`src/rtl/status_vector_pkg.sv`:
```
// Shared helpers for the status-vector family of in-order status queues.
// Latency: n/a (package: constant functions only).
// Backpressure: n/a.
//
// Contents:
//   clog2     - ceiling log2 usable in parameter expressions
//   tag_width - width of an entry tag for a given queue depth
package status_vector_pkg;

  // Ceiling log2; clog2(1) = 0, clog2(4) = 2, clog2(5) = 3.
  function automatic int clog2(input int value);
    int result;
    int span;
    result = 0;
    span   = 1;
    while (span < value) begin
      span   = span * 2;
      result = result + 1;
    end
    return result;
  endfunction

  // Tag width for a queue of the given depth. Depth is a power of two
  // and at least 2, so the tag is never narrower than one bit, but the
  // floor keeps degenerate parameterisations from producing [-1:0] buses.
  function automatic int tag_width(input int depth);
    int w;
    w = clog2(depth);
    return (w < 1) ? 1 : w;
  endfunction

endpackage : status_vector_pkg

```
`src/rtl/status_vector_slot.sv`:
```
// One status-queue entry: alloc flag, done flag and a WIDTH-bit value.
// Latency: strobes take effect on the next rising edge; outputs are the raw registers.
// Backpressure: none; the parent resolves acceptance and collisions before strobing.
//
// Ports:
//   clk_i, rst_i, flush_i       - clock, sync active-high reset, sync clear
//   alloc_i, alloc_done_i,
//   alloc_value_i               - allocate this entry with initial done/value
//   free_i                      - retire this entry (clears alloc and done)
//   upd_i, upd_value_i          - overwrite value and mark done
//   alloc_o, done_o, data_o     - registered entry state
module status_vector_slot #(
  parameter int WIDTH = 8
) (
  input  logic             clk_i,
  input  logic             rst_i,
  input  logic             flush_i,
  input  logic             alloc_i,
  input  logic             alloc_done_i,
  input  logic [WIDTH-1:0] alloc_value_i,
  input  logic             free_i,
  input  logic             upd_i,
  input  logic [WIDTH-1:0] upd_value_i,
  output logic             alloc_o,
  output logic             done_o,
  output logic [WIDTH-1:0] data_o
);

  logic             alloc_q;
  logic             done_q;
  logic [WIDTH-1:0] data_q;

  logic clear;
  assign clear = rst_i | flush_i;

  // The parent never allocates and frees the same entry in one cycle
  // (an entry is free-able only when allocated, allocatable only when
  // not), so the ordering below only matters against clear.
  always_ff @(posedge clk_i) begin
    if (clear) begin
      alloc_q <= 1'b0;
      done_q  <= 1'b0;
    end else if (alloc_i) begin
      alloc_q <= 1'b1;
      done_q  <= alloc_done_i;
    end else if (free_i) begin
      alloc_q <= 1'b0;
      done_q  <= 1'b0;
    end else if (upd_i) begin
      done_q  <= 1'b1;
    end
  end

  // The value is deliberately left untouched by reset/flush: it is only
  // observed while the entry is allocated and done, and both flags clear.
  always_ff @(posedge clk_i) begin
    if (!clear) begin
      if (alloc_i) begin
        data_q <= alloc_value_i;
      end else if (upd_i) begin
        data_q <= upd_value_i;
      end
    end
  end

  assign alloc_o = alloc_q;
  assign done_o  = done_q;
  assign data_o  = data_q;

endmodule : status_vector_slot

```
`src/rtl/status_tag_vector.sv`:
```
// In-order status queue: push allocates a tagged entry, updates complete entries
// out of order by tag, pull retires the oldest entry once it is done.
// Latency: push/update/pull visible on outputs 1 cycle after the accepting edge.
// Backpressure: push dropped while full; pull ignored while the head is not valid.
//
// Ports:
//   clk_i, rst_i, flush_i                 - clock, sync active-high reset, sync clear
//   push_i, push_value_i, push_done_i     - allocate at tail; push_tag_o is the tag it gets
//   upd_i, upd_tag_i, upd_value_i         - write value and mark done for an allocated tag
//   pull_i                                - retire head when valid_o
//   value_o, valid_o                      - head value (0 unless valid), head allocated & done
//   empty_o, full_o, count_o              - occupancy
module status_tag_vector
  import status_vector_pkg::*;
#(
  parameter  int DEPTH = 32,
  parameter  int WIDTH = 8,
  localparam int TW    = tag_width(DEPTH)
) (
  input  logic             clk_i,
  input  logic             rst_i,
  input  logic             flush_i,
  input  logic             push_i,
  input  logic [WIDTH-1:0] push_value_i,
  input  logic             push_done_i,
  output logic [TW-1:0]    push_tag_o,
  input  logic             upd_i,
  input  logic [TW-1:0]    upd_tag_i,
  input  logic [WIDTH-1:0] upd_value_i,
  input  logic             pull_i,
  output logic [WIDTH-1:0] value_o,
  output logic             valid_o,
  output logic             empty_o,
  output logic             full_o,
  output logic [TW:0]      count_o
);

  localparam int CW = TW + 1;

  logic [TW-1:0] head_q;
  logic [TW-1:0] tail_q;
  logic [CW-1:0] count_q;

  logic [DEPTH-1:0] slot_alloc;
  logic [DEPTH-1:0] slot_done;
  logic [WIDTH-1:0] slot_data [DEPTH];

  logic [DEPTH-1:0] alloc_stb;
  logic [DEPTH-1:0] free_stb;
  logic [DEPTH-1:0] upd_stb;

  logic head_valid;
  logic push_acc;
  logic pull_acc;
  logic upd_acc;

  // ------------------------------------------------------------------
  // Acceptance: everything is decided on pre-edge registered state.
  // A full queue rejects a push even if the head retires this cycle,
  // because the slot at tail is still the allocated head.
  // ------------------------------------------------------------------
  assign head_valid = slot_alloc[head_q] & slot_done[head_q];
  assign full_o     = (count_q == CW'(DEPTH));
  assign empty_o    = (count_q == '0);

  assign push_acc = push_i & ~full_o;
  assign pull_acc = pull_i & head_valid;

  // An update only lands on an entry that is allocated now. The entry
  // being pushed this cycle is still free, so it is naturally excluded;
  // the entry being retired this cycle must be excluded explicitly so
  // the retired value is the one the puller saw.
  assign upd_acc = upd_i & slot_alloc[upd_tag_i]
                 & ~(pull_acc & (upd_tag_i == head_q));

  // ------------------------------------------------------------------
  // Entry storage
  // ------------------------------------------------------------------
  for (genvar i = 0; i < DEPTH; i++) begin : g_slot
    assign alloc_stb[i] = push_acc & (tail_q    == TW'(i));
    assign free_stb[i]  = pull_acc & (head_q    == TW'(i));
    assign upd_stb[i]   = upd_acc  & (upd_tag_i == TW'(i));

    status_vector_slot #(
      .WIDTH (WIDTH)
    ) u_slot (
      .clk_i         (clk_i),
      .rst_i         (rst_i),
      .flush_i       (flush_i),
      .alloc_i       (alloc_stb[i]),
      .alloc_done_i  (push_done_i),
      .alloc_value_i (push_value_i),
      .free_i        (free_stb[i]),
      .upd_i         (upd_stb[i]),
      .upd_value_i   (upd_value_i),
      .alloc_o       (slot_alloc[i]),
      .done_o        (slot_done[i]),
      .data_o        (slot_data[i])
    );
  end

  // ------------------------------------------------------------------
  // Pointers and occupancy. Pointers are exactly TW bits wide, so the
  // natural binary overflow implements the modulo-DEPTH wrap.
  // ------------------------------------------------------------------
  always_ff @(posedge clk_i) begin
    if (rst_i || flush_i) begin
      head_q  <= '0;
      tail_q  <= '0;
      count_q <= '0;
    end else begin
      if (push_acc) begin
        tail_q <= tail_q + TW'(1);
      end
      if (pull_acc) begin
        head_q <= head_q + TW'(1);
      end
      count_q <= count_q + CW'(push_acc) - CW'(pull_acc);
    end
  end

  // ------------------------------------------------------------------
  // Outputs: purely from registered state.
  // ------------------------------------------------------------------
  assign valid_o    = head_valid;
  assign value_o    = head_valid ? slot_data[head_q] : '0;
  assign count_o    = count_q;
  assign push_tag_o = tail_q;

endmodule : status_tag_vector

```
`config.mk`:
```
export PLATFORM = sky130hd
export DESIGN_NAME = status_tag_vector
export DESIGN_NICKNAME = d
export VERILOG_FILES = /design/src/rtl/status_vector_pkg.sv /design/src/rtl/status_vector_slot.sv /design/src/rtl/status_tag_vector.sv
export SDC_FILE = /design/constraint.sdc
export NUM_CORES = 1
export LEC_CHECK = 0
export CAP_MARGIN = 20
export CORE_MARGIN = 2
export CORE_UTILIZATION = 50
export CTS_CLUSTER_SIZE = 14
export DETAILED_ROUTE_END_ITERATION = 10
export HOLD_SLACK_MARGIN = 0.15
export PLACE_DENSITY = 0.72
export SLEW_MARGIN = 5
export SYNTH_ARGS = -nofsm -noshare
export SYNTH_HDL_FRONTEND = slang
export SYNTH_SLANG_ARGS = --single-unit
```
`constraint.sdc`:
```
create_clock -name clk_i -period 7.7 [get_ports clk_i]
set_input_delay 2.31 -clock clk_i [delete_from_list [all_inputs] [get_ports clk_i]]
set_output_delay 2.31 -clock clk_i [all_outputs]
set_load 0.005 [all_outputs]
```
==> summary.md <==
| Metric | Value |
|---|---|
| Synth-to-Final Area Change | 10.8% |
| Root buffer cell | sky130_fd_sc_hd__clkbuf_16 |
| Post-synthesis instance total | 1744 |
| R2r setup slk | between 2 and 2.5 ns |
| Number of hold-repair buffers added at the cts stage | 0 |
| Via count of the first global-routing pass | 13.6k |
| R2r worst-path depth | 9 |
| Synthesized flop and latch total | 336 |
| Filler instances | 2962 |
| Ys Warns | 0 |
| Type of the most critical hold path | flop to flop |
| Slowest library cell on the worst path | sky130_fd_sc_hd__dfxtp_4 |
| Final setup fails | 0 |
| Total global routing track utilization | 0.301 |
| Number of I/O port buffers | 49 |
| Part of the Yosys area used for sequential elements | 0.512 |
| Most used standard cells in the synthesized netlist | 577 x sky130_fd_sc_hd__nand2_1, 256 x sky130_fd_sc_hd__edfxtp_1, 108 x sky130_fd_sc_hd__clkbuf_1 |
| Cell leakage power | 0.00703 uW |
| Clock latency on the worst-skew pair | about 0.54 ns |
| Worst hold slack after final layout | 0.483 ns |
| Fraction of the cycle the final worst path needs | 0.847 |
| Synth area leaders | sky130_fd_sc_hd__edfxtp_1 42%, sky130_fd_sc_hd__nand2_1 12%, sky130_fd_sc_hd__mux4_2 11% |
| Total Routed Length | 56900 um |
| Share of async-settable or async-resettable flops after synthesis | 0 |
| Ant diodes | 0 |
| Sum of negative setup slack | 0 ns |
| Post-synth top area share | 0.424 |
| Most instantiated flip-flop cell in the synthesis netlist | sky130_fd_sc_hd__edfxtp_1 |
| Syn nets | 1794 |
| Clock-pin slew of the registers on the worst-case setup and hold paths | 0.06 ns |
| Number of buffers between clock root and the deepest sink | 3 |
| Endpoint type of the worst setup path | output port |
| Number of gates resized after cts | 0 |
| TritonRoute pass-1 iters | 9 |
| Worst flop-to-flop path endpoint | g_slot[25].u_slot.data_o[1] |
| Logic depth of the worst setup path including buffers | 10 |
| Beginning of the worst register-to-register path | head_q[1] |
| Max-cap viol count | 0 |
| M1 WL | 21700 um |
| Average footprint of a synthesized cell | 10.4 um^2 |
| Final-report hold violation count | 0 |
| Number of different library cells in the post-synthesis netlist | 59 |
| DRC | 3 |
| Number of cells on the worst hold path | 2 |
| Height of the die | 194 um |
| Utilization after layout | 0.564 |
| Peak supply drop | 0.141 mV |
| Total setup buffers inserted after CTS | 0 |
| Initial DRC Count | 2101 |
| Tmin final | 6.52 ns |
| # nets final | 1767 |
| Die footprint | 0.0378 mm^2 |
| Via count | 14.4k |
| CP bufs+invs | 4 |
| Final weighted congestion in routability-driven placement | between 1 and 1.5 |
| Nature of the critical path startpoint | flop |
| Remaining global-route overflow | 0 |
| Length of routed met3 wiring | 8230 um |
| Number of nets still failing antenna checks after routing | 0 |
| Count of flip-flops with a built-in enable after synthesis | 256 |
| Violated checks | DRC |
| TritonCTS clock tree | yes |
| Worst Hold Launch | g_slot[27].u_slot.alloc_o |
| Top fanout value on the critical path | 52 |
| Maximum number of pins on one net before global-route repair | 53 |
| Max Freq | 0.153 GHz |
| Peak per-stage delay on the critical path | 0.74 ns |
| Effective utilization at floorplan | 0.509 |
| Met2 wire len | 25000 um |
| Clk sinks | 336 |
| Total power | 4010 uW |
| Number of pins with negative max-slew slack in the final report | 0 |
| First-pass GRT wire length | between 80000 and 90000 um |
| Type of the setup path with the least slack | flop to output port |
| Hold Path End | g_slot[27].u_slot.alloc_o |
| Antenna violations before repair | 1 |
| Worst-path cell chain | buf_4 > nand3_1 > o211ai_1 > nand4b_1 > a21oi_1 > buf_4 > nor3_2 > buf_4 > a21oi_1 > clkdlybuf4s50_1 |
| PD cells | 199 mW/mm^2 |
| Tightest Pin Transition | 1.11 ns |
| Final clock skew | 0.0132 ns |
| Dominant delay contributor by cell family on the critical path | buffers and inverters |
| Most frequent cell after synthesis | sky130_fd_sc_hd__nand2_1 |
| Status | complete, but fails checks |
| Detailed Place HPWL | 37500 um |
| Routed wirelength normalized by instance count | 25.8 um |
| Slew margin rel. | 0.259 |
| Site Rows | 69 |
| Placeable core region | 0.0357 mm^2 |
| Ratio of cells with drive above 1 in the final layout | 0.171 |
| Post-synthesis instance area | between 0.015 and 0.02 mm^2 |
| Clock H-tree levels | 2 |
| Die span in x | 194 um |
| Cell repeated most along the worst path | sky130_fd_sc_hd__buf_4 |
| Top routing layer used | met5 |
| Data required time of the critical path | 5.39 ns |
| Area leader, netlist | sky130_fd_sc_hd__edfxtp_1 |
| Per-cell via count in the routed design | 6.52 |
| Worst Path Arrival | about 4.2 ns |
| Unrepaired setup endpoints after global routing | false |
| Count of pins on the block boundary | 50 |
| Clock buffer count from CTS | 38 |
final cells by class:
class	instances	area (um^2)	share of cell area
clock buffer	49	1060	0.0525
tap	461	577	0.0287
inverter	18	67.6	0.00336
sequential	336	9300	0.463
timing repair buffer	90	796	0.0396
clock inverter	20	149	0.00741
multi-input combinational	1233	8160	0.406
power by group:
group / total [uW] / switching (uW) / internal, uW
registers: 1960 / 5.78 / 1960
clock network: 1780 / 741 / 1030
logic: 269 / 178 / 91.7
cell families (layout without fill, tap and decap cells):
family	Yosys count	count (layout)	share of synthesized area
mux	191	191	0.175
simple gates	827	827	0.191
buf+inv	175	177	0.0386
xor+xnor	13	13	0.00628
flops	336	336	0.512
fa+ha+maj	22	22	0.0156
compound gates	180	180	0.0614
state kept, by name (all words and copies together) (netlist names):
name,flops
count_o,6
g_slot.u_slot.alloc_o,32
g_slot.u_slot.data_o,256
g_slot.u_slot.done_o,32
head_q,5
push_tag_o,5
through the flow:
stage | setup WS (ns) | std cells | instance area (um^2)
2_1_floorplan | 2.87 | 1744 | 18100
3_3_place_gp | 1.67 | 2136 | 18900
3_5_place_dp | 1.51 | 2136 | 18900
4_1_cts | 1.30 | 2205 | 20100
5_1_grt | 1.10 | 2207 | 20100
6_report | 1.18 | 2207 | 20100
worst max-delay path by stage:
stage,slack (ns),endpoint,from
after global routing,1.10,value_o[7],head_q[1]
after CTS,1.30,value_o[7],head_q[1]
after global placement,1.67,g_slot[29].u_slot.data_o[2],upd_tag_i[4]
final,1.18,value_o[7],head_q[1]
after detailed placement,1.51,g_slot[29].u_slot.data_o[2],upd_tag_i[2]
after floorplan,2.87,g_slot[29].u_slot.data_o[0],upd_tag_i[2]
tightest hold or removal path, stage by stage (launching register included):
cell and delay (ns):
sky130_fd_sc_hd__dfxtp_1 0.32, sky130_fd_sc_hd__nand2_1 0.06, sky130_fd_sc_hd__a21oi_1 0.06
cells in the final DEF (no fill, tap or decap), types with 8 or more instances in the layout:
| cell | instances |
|---|---|
| sky130_fd_sc_hd__nand2_1 | 577 |
| sky130_fd_sc_hd__edfxtp_1 | 256 |
| sky130_fd_sc_hd__mux2_2 | 96 |
| sky130_fd_sc_hd__nor2_1 | 93 |
| sky130_fd_sc_hd__mux4_2 | 91 |
| sky130_fd_sc_hd__a21oi_1 | 89 |
| sky130_fd_sc_hd__dfxtp_1 | 78 |
| sky130_fd_sc_hd__nand3_1 | 62 |
| sky130_fd_sc_hd__clkdlybuf4s50_1 | 49 |
| sky130_fd_sc_hd__clkbuf_16 | 41 |
| sky130_fd_sc_hd__buf_4 | 40 |
| sky130_fd_sc_hd__nor4_1 | 24 |
| sky130_fd_sc_hd__o22ai_1 | 21 |
| sky130_fd_sc_hd__ha_1 | 21 |
| sky130_fd_sc_hd__inv_1 | 17 |
| sky130_fd_sc_hd__o21ai_0 | 15 |
| sky130_fd_sc_hd__nand4_1 | 13 |
| sky130_fd_sc_hd__a41oi_1 | 12 |
| sky130_fd_sc_hd__and2_1 | 10 |
| sky130_fd_sc_hd__clkinv_1 | 10 |
| sky130_fd_sc_hd__and3_1 | 8 |
| sky130_fd_sc_hd__xnor2_1 | 8 |
| sky130_fd_sc_hd__nor3_1 | 8 |
| sky130_fd_sc_hd__clkbuf_1 | 8 |
metal layers:
layer  vias up  track usage
li1       6171            -
met5         -            0
met3       168       0.0630
met1      6868        0.434
met4         2        0.103
met2      1191        0.454
Power figures use the tool's default switching activity.
